===== src/rtl/score_counter_if.sv =====
// rtl/score_counter_if.sv - signal bundle between the button processor and the score counter
//
// Purpose: carries the count requests and clear into the score counter and the
// BCD digits plus status flags back out to the display path.
// Signals:
//   count_up_i    increment request pulse (any width >= 1 cycle)
//   count_down_i  decrement request pulse (any width >= 1 cycle)
//   clear_i       synchronous level-sensitive score clear
//   tens_o        BCD tens digit
//   ones_o        BCD ones digit
//   changed_o     high for FLASH_TIME cycles after an accepted change
//   at_max_o      score == MAX_SCORE
//   at_min_o      score == 0
// Modports: master drives the requests, slave (the counter) drives the results.
interface score_counter_if;
  logic       count_up_i;
  logic       count_down_i;
  logic       clear_i;
  logic [3:0] tens_o;
  logic [3:0] ones_o;
  logic       changed_o;
  logic       at_max_o;
  logic       at_min_o;

  modport master (
    output count_up_i, count_down_i, clear_i,
    input  tens_o, ones_o, changed_o, at_max_o, at_min_o
  );

  modport slave (
    input  count_up_i, count_down_i, clear_i,
    output tens_o, ones_o, changed_o, at_max_o, at_min_o
  );
endinterface


===== src/rtl/score_counter.sv =====
// rtl/score_counter.sv - two-digit BCD team score with edge detect, lockout and change flash
//
// Purpose: turns count_up/count_down pulses into single +1/-1 score events,
// blocks further events for LOCKOUT_TIME cycles after each accepted one,
// saturates at 0 and MAX_SCORE, and flags every accepted change for
// FLASH_TIME cycles so the display can blink.
// Ports:
//   clk_1khz  1 kHz system clock
//   rst_n_i   asynchronous active-low reset
//   bus       score_counter_if.slave (requests in, digits and flags out)
module score_counter #(
  parameter int MAX_SCORE    = 99,
  parameter int LOCKOUT_TIME = 5,
  parameter int FLASH_TIME   = 250
) (
  input  logic            clk_1khz,
  input  logic            rst_n_i,
  score_counter_if.slave  bus
);

  localparam int              LOCK_W     = $clog2(LOCKOUT_TIME + 1);
  localparam logic [LOCK_W-1:0] LOCK_LAST = LOCK_W'(LOCKOUT_TIME - 1);
  localparam logic [9:0]      FLASH_LOAD = 10'(FLASH_TIME);
  localparam logic [6:0]      MAX_BIN    = 7'(MAX_SCORE);

  typedef enum logic [1:0] {
    ST_READY  = 2'b00,
    ST_LOCKED = 2'b01
  } state_t;

  state_t            r_state;
  state_t            w_state_next;
  logic              r_up_prev;
  logic              r_down_prev;
  logic [LOCK_W-1:0] r_lock_cnt;
  logic [LOCK_W-1:0] w_lock_next;
  logic [LOCK_W-1:0] w_lock_inc;
  logic [9:0]        r_flash_cnt;
  logic [9:0]        w_flash_next;
  logic [3:0]        r_tens;
  logic [3:0]        r_ones;
  logic [3:0]        w_tens_next;
  logic [3:0]        w_ones_next;
  logic              r_at_max;
  logic              r_at_min;
  logic              w_up_evt;
  logic              w_down_evt;
  logic [6:0]        w_score;
  logic [6:0]        w_score_next;

  assign w_up_evt   = bus.count_up_i & ~r_up_prev;
  assign w_down_evt = bus.count_down_i & ~r_down_prev;
  assign w_score    = 7'(r_tens) * 7'd10 + 7'(r_ones);
  assign w_lock_inc = r_lock_cnt + LOCK_W'(1);

  always_ff @(posedge clk_1khz or negedge rst_n_i) begin
    if (!rst_n_i) begin
      r_state     <= ST_READY;
      // History starts high so an input already asserted at reset release is not an edge.
      r_up_prev   <= 1'b1;
      r_down_prev <= 1'b1;
      r_lock_cnt  <= '0;
      r_flash_cnt <= '0;
      r_tens      <= 4'd0;
      r_ones      <= 4'd0;
      r_at_max    <= 1'b0;
      r_at_min    <= 1'b1;
    end else begin
      r_state     <= w_state_next;
      r_up_prev   <= bus.count_up_i;
      r_down_prev <= bus.count_down_i;
      r_lock_cnt  <= w_lock_next;
      r_flash_cnt <= w_flash_next;
      r_tens      <= w_tens_next;
      r_ones      <= w_ones_next;
      r_at_max    <= (w_score_next == MAX_BIN);
      r_at_min    <= (w_score_next == 7'd0);
    end
  end

  always_comb begin
    w_state_next = r_state;
    w_lock_next  = r_lock_cnt;
    w_tens_next  = r_tens;
    w_ones_next  = r_ones;
    w_flash_next = (r_flash_cnt != 10'd0) ? r_flash_cnt - 10'd1 : 10'd0;

    if (bus.clear_i) begin
      // Clear outranks everything; only an actual change of score blinks.
      w_state_next = ST_READY;
      w_lock_next  = '0;
      w_tens_next  = 4'd0;
      w_ones_next  = 4'd0;
      if (w_score != 7'd0) begin
        w_flash_next = FLASH_LOAD;
      end
    end else begin
      case (r_state)
        ST_READY: begin
          // Simultaneous up and down edges cancel out and are dropped.
          if (w_up_evt && !w_down_evt && (w_score < MAX_BIN)) begin
            if (r_ones == 4'd9) begin
              w_ones_next = 4'd0;
              w_tens_next = r_tens + 4'd1;
            end else begin
              w_ones_next = r_ones + 4'd1;
            end
            w_state_next = ST_LOCKED;
            w_lock_next  = '0;
            w_flash_next = FLASH_LOAD;
          end else if (w_down_evt && !w_up_evt && (w_score != 7'd0)) begin
            if (r_ones == 4'd0) begin
              w_ones_next = 4'd9;
              w_tens_next = r_tens - 4'd1;
            end else begin
              w_ones_next = r_ones - 4'd1;
            end
            w_state_next = ST_LOCKED;
            w_lock_next  = '0;
            w_flash_next = FLASH_LOAD;
          end
        end
        ST_LOCKED: begin
          // Leaving on the edge where the count reaches LOCKOUT_TIME-1 makes the
          // next edge (LOCKOUT_TIME after acceptance) the first one that can count.
          if (w_lock_inc >= LOCK_LAST) begin
            w_state_next = ST_READY;
            w_lock_next  = '0;
          end else begin
            w_lock_next = w_lock_inc;
          end
        end
        default: begin
          w_state_next = ST_READY;
          w_lock_next  = '0;
        end
      endcase
    end

    w_score_next = 7'(w_tens_next) * 7'd10 + 7'(w_ones_next);
  end

  assign bus.tens_o    = r_tens;
  assign bus.ones_o    = r_ones;
  assign bus.changed_o = (r_flash_cnt != 10'd0);
  assign bus.at_max_o  = r_at_max;
  assign bus.at_min_o  = r_at_min;

endmodule


===== src/flat_wrapper.sv =====
// flat-port wrapper written by rule: the top's interface ports become plain ports
module score_counter_flat 
#(
  parameter int MAX_SCORE    = 99,
  parameter int LOCKOUT_TIME = 5,
  parameter int FLASH_TIME   = 250
)
  (clk_1khz, rst_n_i, bus_count_up_i, bus_count_down_i, bus_clear_i, bus_tens_o, bus_ones_o, bus_changed_o, bus_at_max_o, bus_at_min_o);
  score_counter_if bus_i ();
  input  logic clk_1khz;
  input  logic rst_n_i;
  input wire logic [$bits(bus_i.count_up_i)-1:0] bus_count_up_i;
  input wire logic [$bits(bus_i.count_down_i)-1:0] bus_count_down_i;
  input wire logic [$bits(bus_i.clear_i)-1:0] bus_clear_i;
  output wire logic [$bits(bus_i.tens_o)-1:0] bus_tens_o;
  output wire logic [$bits(bus_i.ones_o)-1:0] bus_ones_o;
  output wire logic [$bits(bus_i.changed_o)-1:0] bus_changed_o;
  output wire logic [$bits(bus_i.at_max_o)-1:0] bus_at_max_o;
  output wire logic [$bits(bus_i.at_min_o)-1:0] bus_at_min_o;
  assign bus_i.count_up_i = bus_count_up_i;
  assign bus_i.count_down_i = bus_count_down_i;
  assign bus_i.clear_i = bus_clear_i;
  assign bus_tens_o = bus_i.tens_o;
  assign bus_ones_o = bus_i.ones_o;
  assign bus_changed_o = bus_i.changed_o;
  assign bus_at_max_o = bus_i.at_max_o;
  assign bus_at_min_o = bus_i.at_min_o;
  score_counter #(.MAX_SCORE(MAX_SCORE), .LOCKOUT_TIME(LOCKOUT_TIME), .FLASH_TIME(FLASH_TIME)) u_core (.clk_1khz(clk_1khz), .rst_n_i(rst_n_i), .bus(bus_i));
endmodule

===== config.mk =====
export PLATFORM = sky130hd
export DESIGN_NAME = score_counter_flat
export DESIGN_NICKNAME = d
export VERILOG_FILES = /design/src/rtl/score_counter_if.sv /design/src/rtl/score_counter.sv /design/src/flat_wrapper.sv
export SDC_FILE = /design/constraint.sdc
export NUM_CORES = 1
export LEC_CHECK = 0
export BUFFER_PORTS_ARGS = -buffer_cell sky130_fd_sc_hd__buf_4
export CAP_MARGIN = 30
export CELL_PAD_IN_SITES_DETAIL_PLACEMENT = 2
export CELL_PAD_IN_SITES_GLOBAL_PLACEMENT = 2
export CORE_UTILIZATION = 34
export DETAILED_ROUTE_END_ITERATION = 10
export PLACE_DENSITY = 0.79
export REMOVE_ABC_BUFFERS = 1
export SLEW_MARGIN = 20
export SYNTH_ARGS = -nofsm -noshare
export SYNTH_HDL_FRONTEND = slang
export SYNTH_SLANG_ARGS = --single-unit

===== constraint.sdc =====
create_clock -name clk_1khz -period 4.76 [get_ports clk_1khz]
set_input_delay 0.952 -clock clk_1khz [delete_from_list [all_inputs] [get_ports clk_1khz]]
set_output_delay 0.952 -clock clk_1khz [all_outputs]
set_load 0.01 [all_outputs]

==> impl_metrics.ini, run 1 <==
[synth]
synthTopCellsByArea = dfrtp_1 (26%), ha_1 (10%), nor2_1 (3.7%)
synth_area_um2 = 2220
synth-edff-count = 0
synth_cell_types = 60
synth_cells = 243
yosysTopAreaCellShare = 0.260
synth_top_family_by_area = compound AO/OA/AOI/OAI gates
yosysTopAreaCell = dfrtp_1
ys.flop_type = dfrtp_1
avgSynthCellArea_um2 = 9.12
synth_compound_area_frac = 0.247
synthMuxAreaShare = 0.0147
synth-async-reset-ratio = 1.00
yosys.area_share.simple = 0.207
ys.warnings.count = 0
synth-xor-area-share = 0.0598
ys_seq_area_frac = 0.295
ys_ff_latch = 26
synthAdderAreaFrac = 0.138

[cells_and_area]
syn_to_final_growth_pct = 25.9
final_cell_mix = buf_4 (47), dfrtp_1 (23), nor2_1 (22)
multi_input_area_um2 = 1550
final_cells = 367
nets = 318
drive_above_1_share = 0.303
seq_area_um2 = 654
mostFrequentLayoutCell = buf_4
fin_util = 0.442
diodes = 0
fillers = 700

[sta]
fin_ws_ns = -0.392
hold_violations = 0
finalSetupViolCount = 2
fmax_mhz = 194
maxSlewHeadroom = 0.658
period_share = 1.08
rsz0062_at_grt = true
worst_slew_pin_slew_ns = 0.507
skew_ns = 0.00346
fin_crit_ns = 5.15
setup-tns-final_ns = -0.746
slew_violations = 0

[detailed_routing]
vias_per_cell = 5.58
postRouteAntennaNets = 0
drt_iter0_drc = 92
drcViolationCount = 0
vias = 2049
wl_per_cell_um = 20.2
drt_first_pass_iters = 4
postRouteWirelength_mm = 7.41

[global_route]
grt_start_max_net_pins = 27
grt_pass1_vias = 2293
gr-total-overflow = 0
antenna_found_initial = 0
grtUsageMet1 = 0.267
grt_pass1_wl_mm = 11.7
globalRouteMet2Util = 0.456
gr-max-usage-layer = met2
track_usage = 0.235
gr-usage-met3 = 0.0242

[job]
drv_cap = 0

[clock_network]
cts.sinks = 26
path_clk_slew_ns = 0.10
hold_buffers = 0
clock_latency_ns = 0.29
cts_made_buffers = 3
cts_tree = yes
clockBufferDepth = 2
cts_max_level = 1
root_buffer = clkbuf_8

[critical_path]
critical_path_class = register to register
crit_top_cell = buf_4
path_cells = ha_1 > ha_2 > inv_2 > fa_1 > and2b_2 > and4_4 > buf_4 > o211ai_4 > o21ai_2 > o22a_4 > buf_4 > o21ai_0 > a21oi_2 > ha_1 > ha_2 > fa_1 > nand2_1 > nor2_1 > xor2_1 > buf_4 > o21ai_2 > o31a_1 > a211oi_2
critical_path_arrival_ns = 5.36
critPathLaunchType = register
cp_slowest_cell = fa_1
cp_top_family = adder cells
worstPathRequired_ns = 4.97
path_buf_inv = 4
cpPeakStageDelay_ns = 0.52
crit_path_end_kind = register
regToRegSetupSlack_ns = -0.39
cp_max_fo = 3

[floorplan]
die_w_um = 82.8
start_util = 0.351
die_y_um = 82.8
pin_count = 16
rows = 29
coreArea_um2 = 6310
die_area_um2 = 6850

[min_path]
worstHoldPathType = primary input to asynchronous set/reset pin

[power]
power-per-cell-area_nw_per_um2 = 614
p_total_w = 0.00171
ir_worst_vdd_mv = 0.247
p_leak_nw = 1.21

[placement]
port_buffers = 15
place_hpwl_mm = 5.33
gp_congestion = 0.756
dp_cells = 355
post-place-ws_ns = -0.332

[status]
violations = negative setup slack
outcome = complete, but fails checks
-- metal layers --
| layer | part of all wire | up-vias |
|---|---|---|
| li1 | - | 976 |
| met1 | 0.42 | 1035 |
| met2 | 0.54 | 27 |
| met3 | 0.019 | 11 |
| met4 | 0.018 | 0 |
| met5 | 0 | - |
-- cells in the mapped netlist, types with 3 or more instances --
cell and n:
ha_1 18, clkbuf_1 4, o21ai_2 3, o21ai_0 14
nand3_1 11, nand2_1 18, inv_1 13, nor3b_1 3
xnor2_1 6, a21oi_1 12, dfstp_2 3, o211ai_1 6
and3_1 3, o21a_1 3, nor2_1 22, nand2b_1 4
nor3_1 8, a211oi_1 3, dfrtp_1 23, nor2b_1 3
or3_1 3, fa_1 4, xor2_1 6, and2_1 4
a31oi_1 4
-- cell type report --
| class | count | area share |
|---|---|---|
| clock buffers | 3 | 0.0148 |
| clock inverters | 1 | 0.0108 |
| inverters | 14 | 0.0188 |
| multi-input cells | 197 | 0.554 |
| flip-flops and latches | 26 | 0.234 |
| well taps | 77 | 0.0345 |
| repair buffers | 49 | 0.132 |
-- path summary, 6_finish.rpt --
check | startpoint | endpoint | cells after the start
worst max register to register | u_core.bus.tens_o[3]$_DFF_PN0_ | u_core.bus.at_max_o$_DFF_PN0_ | 23
min in group clk_1khz | u_core.r_flash_cnt[0]$_DFF_PN0_ | u_core.r_flash_cnt[0]$_DFF_PN0_ | 1
worst min-delay path | rst_n_i | u_core.r_flash_cnt[3]$_DFF_PN0_ | 1
worst min register to register | u_core.r_flash_cnt[0]$_DFF_PN0_ | u_core.r_flash_cnt[0]$_DFF_PN0_ | 1
worst max-delay path | u_core.bus.tens_o[3]$_DFF_PN0_ | u_core.bus.at_max_o$_DFF_PN0_ | 23
max in group asynchronous | rst_n_i | u_core.bus.at_min_o$_DFF_PN1_ | 1
-- registers in the layout (all words and copies together), names as in the netlist --
signal               flops
u_core.bus.at_max_o      1
u_core.bus.at_min_o      1
u_core.bus.ones_o        4
u_core.bus.tens_o        4
u_core.r_down_prev       1
u_core.r_flash_cnt      10
u_core.r_lock_cnt        3
u_core.r_state           1
u_core.r_up_prev         1
-- power by group --
part	leakage (nW)	switching [W]	internal, W	total, W
clock network	0.0357	0.0000816	0.000113	0.000195
logic	0.860	0.000680	0.000518	0.00120
registers	0.318	0.0000424	0.000278	0.000320
total	1.21	0.000804	0.000909	0.00171
-- stage by stage --
step | hold WS, ns | cell area, um2
after global placement | 0.543 | 2590
after global routing | 0.583 | 2790
after CTS | 0.565 | 2730
final | 0.555 | 2790
after detailed placement | 0.549 | 2590
after floorplan | 0.485 | 2180
-- cell families after synthesis --
family,after synthesis
AND/OR/NAND/NOR,89
XOR/XNOR,13
buffers and inverters,20
AO/OA/AOI/OAI,71
flip-flops,26
adder cells (fa/ha/maj),22
multiplexers,2
-- what timing repair did --
action | 4_1_cts | 5_1_grt
pin swaps | 10 | 16
endpoints found under the setup margin | 2 | 2
buffers inserted | 5 | 2
resized for setup | 8 | 11
endpoints found under the hold margin | 0 | 0
Note: power is estimated with default switching activity, not from simulation.
==> run 2, diff against run 1 <==
Clock period 4.76 ns to 4.15 ns, I/O delays scaled along.
==> run 2 against run 1 <==
Compared with the run above: the flow still finishes with violations (negative setup slack); global-route usage is 0.66 points higher; cell area grew 8.2%; sequential share of layout area down 1.8 points.
==> impl_metrics.ini, run 2 (synthesized netlist as in run 1, its figures left out) <==
[global_route]
gr-total-overflow = 0
track_usage = 0.242
grt_start_max_net_pins = 27
antenna_found_initial = 0
grt_pass1_vias = 2328
grt_pass1_wl_mm = 12.1

[detailed_routing]
vias = 2231
vias_per_cell = 5.68
drt_first_pass_iters = 4
postRouteAntennaNets = 0
drcViolationCount = 0
drt_iter0_drc = 89
postRouteWirelength_mm = 9.07
wl_per_cell_um = 23.1

[sta]
fmax_mhz = 189
period_share = 1.27
hold_violations = 0
worst_hold_slack_ns = 0.438
worst_slew_pin_slew_ns = 0.586
rsz0062_at_grt = true
finalSetupViolCount = 2
fin_ws_ns = -1.13
maxSlewHeadroom = 0.606
setup-tns-final_ns = -2.21
fin_crit_ns = 5.28
slew_violations = 0
skew_ns = 0.0104

[clock_network]
root_buffer = clkbuf_8
cts.sinks = 26
clockBufferDepth = 2
hold_buffers = 0
path_clk_slew_ns = 0.11
cts_made_buffers = 3
clock_latency_ns = 0.29
cts_tree = yes
cts_max_level = 1

[cells_and_area]
final_cell_mix = buf_4 (74), dfrtp_1 (23), nor2_1 (19)
syn_to_final_growth_pct = 36.2
fillers = 689
mostFrequentLayoutCell = buf_4
drive_above_1_share = 0.380
nets = 344
final_cells = 393
fin_util = 0.478
largest_reg_flops = 10
largest-register = u_core.r_flash_cnt
finalInstanceArea_um2 = 3020
diodes = 0

[power]
p_leak_nw = 1.34
power-per-cell-area_nw_per_um2 = 729
ir_worst_vdd_mv = 0.362

[critical_path]
r2r-start = u_core.bus.tens_o[3]$_DFF_PN0_
crit_path_end_kind = register
critical_path_arrival_ns = 5.49
cp_max_fo = 3
critPathLaunch = u_core.bus.tens_o[3]$_DFF_PN0_
worstPathRequired_ns = 4.36
critical_path_class = register to register
critPathLaunchType = register

[placement]
dp_cells = 378
place_hpwl_mm = 5.89
place_area_um2 = 2760
gp_congestion = 0.812
port_buffers = 15

[status]
violations = negative setup slack
outcome = complete, but fails checks

[min_path]
worstHoldPathType = primary input to asynchronous set/reset pin

[floorplan]
die_w_um = 82.8
start_util = 0.351
rows = 29
pin_count = 16
die_area_um2 = 6850
coreArea_um2 = 6310
die_y_um = 82.8

[job]
drv_cap = 0
==> run 2: cell types whose count changed in the layout (fill, tap and decap cells not counted), moves of 2 or more <==
| cell | change |
|---|---|
| buf_4 | +27 |
| nor2_1 | -3 |
| a31oi_4 | +2 |
| nor2_2 | +3 |
==> run 2: where the power goes <==
part	switching (W)	internal (W)
Combinational	0.000866	0.000728
Clock	0.0000980	0.000130
Sequential	0.0000628	0.000317
==> run 2: critical path, stage by stage, from the launching register on <==
cell	delay [ns]
dfrtp_1	0.43
ha_1	0.31
ha_2	0.18
inv_2	0.04
fa_1	0.50
and2b_2	0.27
a32o_2	0.25
o31a_2	0.31
o21ai_2	0.17
buf_4	0.15
nor3b_4	0.28
a31oi_4	0.08
a31oi_4	0.19
ha_1	0.26
ha_2	0.20
fa_1	0.53
nand2_1	0.08
nor2_1	0.14
xor2_1	0.27
mux4_2	0.38
a211oi_2	0.20
==> run 2: path summary, 6_finish.rpt <==
check | to | slack [ns] | depth (start not counted)
min in group clk_1khz | u_core.r_flash_cnt[0]$_DFF_PN0_ | 0.57 | 1
max in group asynchronous | u_core.r_down_prev$_DFF_PN1_ | 3.40 | 1
min | u_core.r_flash_cnt[2]$_DFF_PN0_ | 0.44 | 1
min reg2reg | u_core.r_flash_cnt[0]$_DFF_PN0_ | 0.57 | 1
max reg2reg | u_core.bus.at_max_o$_DFF_PN0_ | -1.13 | 20
max | u_core.bus.at_max_o$_DFF_PN0_ | -1.13 | 20
==> run 2: metrics by stage <==
stage	setup WS, ns	power, W
after global routing	-1.30	0.00233
after detailed placement	-1.05	0.00173
after floorplan	-0.992	0.00114
after global placement	-0.732	0.00165
after CTS	-0.925	0.00202
final	-1.13	0.00220
==> run 2: cell type report <==
| class | instances | area (um2) | area share |
|---|---|---|---|
| clock inverters | 1 | 30.0 | 0.00994 |
| repair buffers | 75 | 576 | 0.191 |
| flip-flops and latches | 26 | 654 | 0.217 |
| well taps | 77 | 96.3 | 0.0319 |
| inverters | 14 | 52.6 | 0.0174 |
| clock buffers | 3 | 41.3 | 0.0137 |
| multi-input cells | 197 | 1570 | 0.520 |
==> run 2: timing repair <==
item                       CTS  global route
buffers inserted             4             7
setup endpoints to repair    2             2
pin swaps                    2             7
gates resized for setup      7            17
==> run 2: per-layer routing <==
layer | wire (um) | global-route usage | up-vias
li1 | - | - | 1034
met1 | 3840 | 0.270 | 1130
met2 | 4720 | 0.488 | 47
met3 | 248 | 0.0198 | 20
met4 | 251 | 0.0483 | 0
met5 | 0 | 0 | -
==> run 3, diff against run 2 <==
Settings changed: CORE_UTILIZATION 34 to 35, PLACE_DENSITY 0.79 to 0.78.
Clock period 4.15 ns to 6.65 ns, I/O delays scaled along.
==> run 3 against run 2 <==
Compared with the run above: the run now ends clean; largest cell class unchanged; clock power decreased by 57%; critical path type unchanged; clock-buffer cell count increased by 1; highest routed layer unchanged; combinational power decreased by 59%.
==> impl_metrics.ini, run 3 (synthesized netlist as in run 1, its figures left out) <==
[status]
outcome = finished, final reports clean

[critical_path]
worstPathRequired_ns = 6.85
crit_top_cell = ha_1
critPathLaunchType = register
path_cells = ha_1 > ha_1 > inv_1 > fa_1 > and2b_1 > and4_4 > o31a_2 > nor2_1 > buf_4 > nor2_1 > a31oi_1 > a31oi_1 > ha_1 > ha_1 > fa_1 > nand2_1 > nor2_1 > xor2_1 > mux4_2 > a211oi_2
path_buf_inv = 2
regToRegSetupSlack_ns = 1.21
critical_path_arrival_ns = 5.64
cpPeakStageDelay_ns = 0.62
crit_path_end_kind = register
r2r_cells = 20
cp_slowest_cell = dfrtp_1
r2r-start = u_core.bus.tens_o[3]$_DFF_PN0_
cp_top_family = adder cells
cp_max_fo = 11
reg2reg_to = u_core.bus.at_max_o$_DFF_PN0_
critical_path_class = register to register

[clock_network]
cts_setup_buffers = 0
cts_max_level = 1
hold_buffers = 0
cts_made_buffers = 3
path_clk_slew_ns = 0.10
clock_latency_ns = 0.28
cts.sinks = 26
clockBufferDepth = 2
cts_tree = yes
postCtsResizedCells = 0
root_buffer = clkbuf_8

[floorplan]
pin_count = 16
die_y_um = 81.6
start_util = 0.368
die_w_um = 81.6
die_area_um2 = 6660
coreArea_um2 = 6030
rows = 28

[detailed_routing]
drcViolationCount = 0
postRouteWirelength_mm = 6.05
postRouteAntennaNets = 0
vias_per_cell = 5.68
vias = 1891
wl_met3_um = 72
wl_met2_mm = 3.09
wl_per_cell_um = 18.2
drt_iter0_drc = 46
drt_first_pass_iters = 5
highest_layer = met4
m1WireLength_mm = 2.83

[min_path]
hp-start = u_core.r_flash_cnt[0]$_DFF_PN0_
holdPathStages = 1
worstHoldPathType = register to register
hold_path_end = u_core.r_flash_cnt[0]$_DFF_PN0_

[global_route]
track_usage = 0.199
grt_pass1_wl_mm = 10.1
grt_pass1_vias = 2019
antenna_found_initial = 0
gr-total-overflow = 0
grt_start_max_net_pins = 27

[cells_and_area]
diodes = 0
mostFrequentLayoutCell = dfrtp_1
nets = 286
final_cell_mix = dfrtp_1 (23), nor2_1 (22), nand2_1 (18), ha_1 (18), buf_4 (17)
largest-register = u_core.r_flash_cnt
drive_above_1_share = 0.163
largest_reg_flops = 10
fillers = 679
fin_util = 0.407
syn_to_final_growth_pct = 10.5

[sta]
finalSetupViolCount = 0
setup-tns-final_ns = 0
worst_slew_pin_slew_ns = 0.832
slew_violations = 0
maxSlewHeadroom = 0.441
fmax_mhz = 184
rsz0062_at_grt = false
fin_crit_ns = 5.44
period_share = 0.818
hold_violations = 0
skew_ns = 0.0113
fin_ws_ns = 1.21

[power]
ir_worst_vdd_mv = 0.139
power-per-cell-area_nw_per_um2 = 410
p_leak_nw = 1.03

[placement]
port_buffers = 15
post-place-ws_ns = 1.20
place_hpwl_mm = 4.60
gp_congestion = 0.772

[job]
drv_cap = 0
-- run 3: cell types whose count changed in the layout (fill, tap and decap cells not counted), moves of 3 or more --
cell / before / now
nor2_2: 3 / 0
ha_2: 3 / 0
buf_4: 74 / 17
ha_1: 15 / 18
a31oi_1: 1 / 4
nor2_1: 19 / 22
-- run 3: layout make-up --
class	count	area (um2)	share of cell area
clock buffers	4	45.0	0.0184
repair buffers	17	128	0.0521
flip-flops and latches	26	654	0.267
well taps	75	93.8	0.0383
multi-input cells	197	1480	0.603
inverters	14	52.6	0.0215
-- run 3: power by group --
group          switching (W)  internal, W  total (W)
Sequential         0.0000632     0.000198   0.000262
Combinational       0.000385     0.000260   0.000646
Clock              0.0000544    0.0000430  0.0000974
-- run 3: metrics by stage --
stage | total power (W) | cell area, um2 | std cells | hold slack, ns
after detailed placement | 0.000912 | 2400 | 329 | 0.538
final | 0.00100 | 2450 | 333 | 0.544
after CTS | 0.00102 | 2450 | 333 | 0.554
after global routing | 0.00109 | 2450 | 333 | 0.589
after floorplan | 0.000710 | 2180 | 237 | 0.485
after global placement | 0.000887 | 2400 | 329 | 0.531
-- run 3: how the worst max path moves through the flow --
stage / slack, ns / end / cells after the start / startpoint
floorplan: 1.51 / u_core.bus.at_max_o$_DFF_PN0_ / 19 / u_core.bus.tens_o[3]$_DFF_PN0_
global placement: 1.40 / u_core.bus.at_max_o$_DFF_PN0_ / 20 / u_core.bus.tens_o[3]$_DFF_PN0_
detailed placement: 1.20 / u_core.bus.at_max_o$_DFF_PN0_ / 19 / u_core.bus.tens_o[3]$_DFF_PN0_
CTS: 1.14 / u_core.bus.at_max_o$_DFF_PN0_ / 20 / u_core.bus.tens_o[3]$_DFF_PN0_
global route: 0.84 / u_core.bus.at_max_o$_DFF_PN0_ / 19 / u_core.bus.tens_o[3]$_DFF_PN0_
finish: 1.21 / u_core.bus.at_max_o$_DFF_PN0_ / 20 / u_core.bus.tens_o[3]$_DFF_PN0_
-- run 3: worst reg2reg max path, cell delays in order, from the launching register on --
cell	delay [ns]
dfrtp_1	0.62
ha_1	0.32
ha_1	0.20
inv_1	0.06
fa_1	0.42
and2b_1	0.29
and4_4	0.27
o31a_2	0.20
nor2_1	0.05
buf_4	0.17
nor2_1	0.26
a31oi_1	0.15
a31oi_1	0.34
ha_1	0.31
ha_1	0.21
fa_1	0.51
nand2_1	0.06
nor2_1	0.11
xor2_1	0.26
mux4_2	0.36
a211oi_2	0.19
-- run 3: routing by layer --
metal / global-route usage / up-vias
met2: 0.369 / 12
li1: - / 918
met3: 0.0200 / 4
met1: 0.245 / 957
met5: 0 / -
met4: 0.0491 / 0
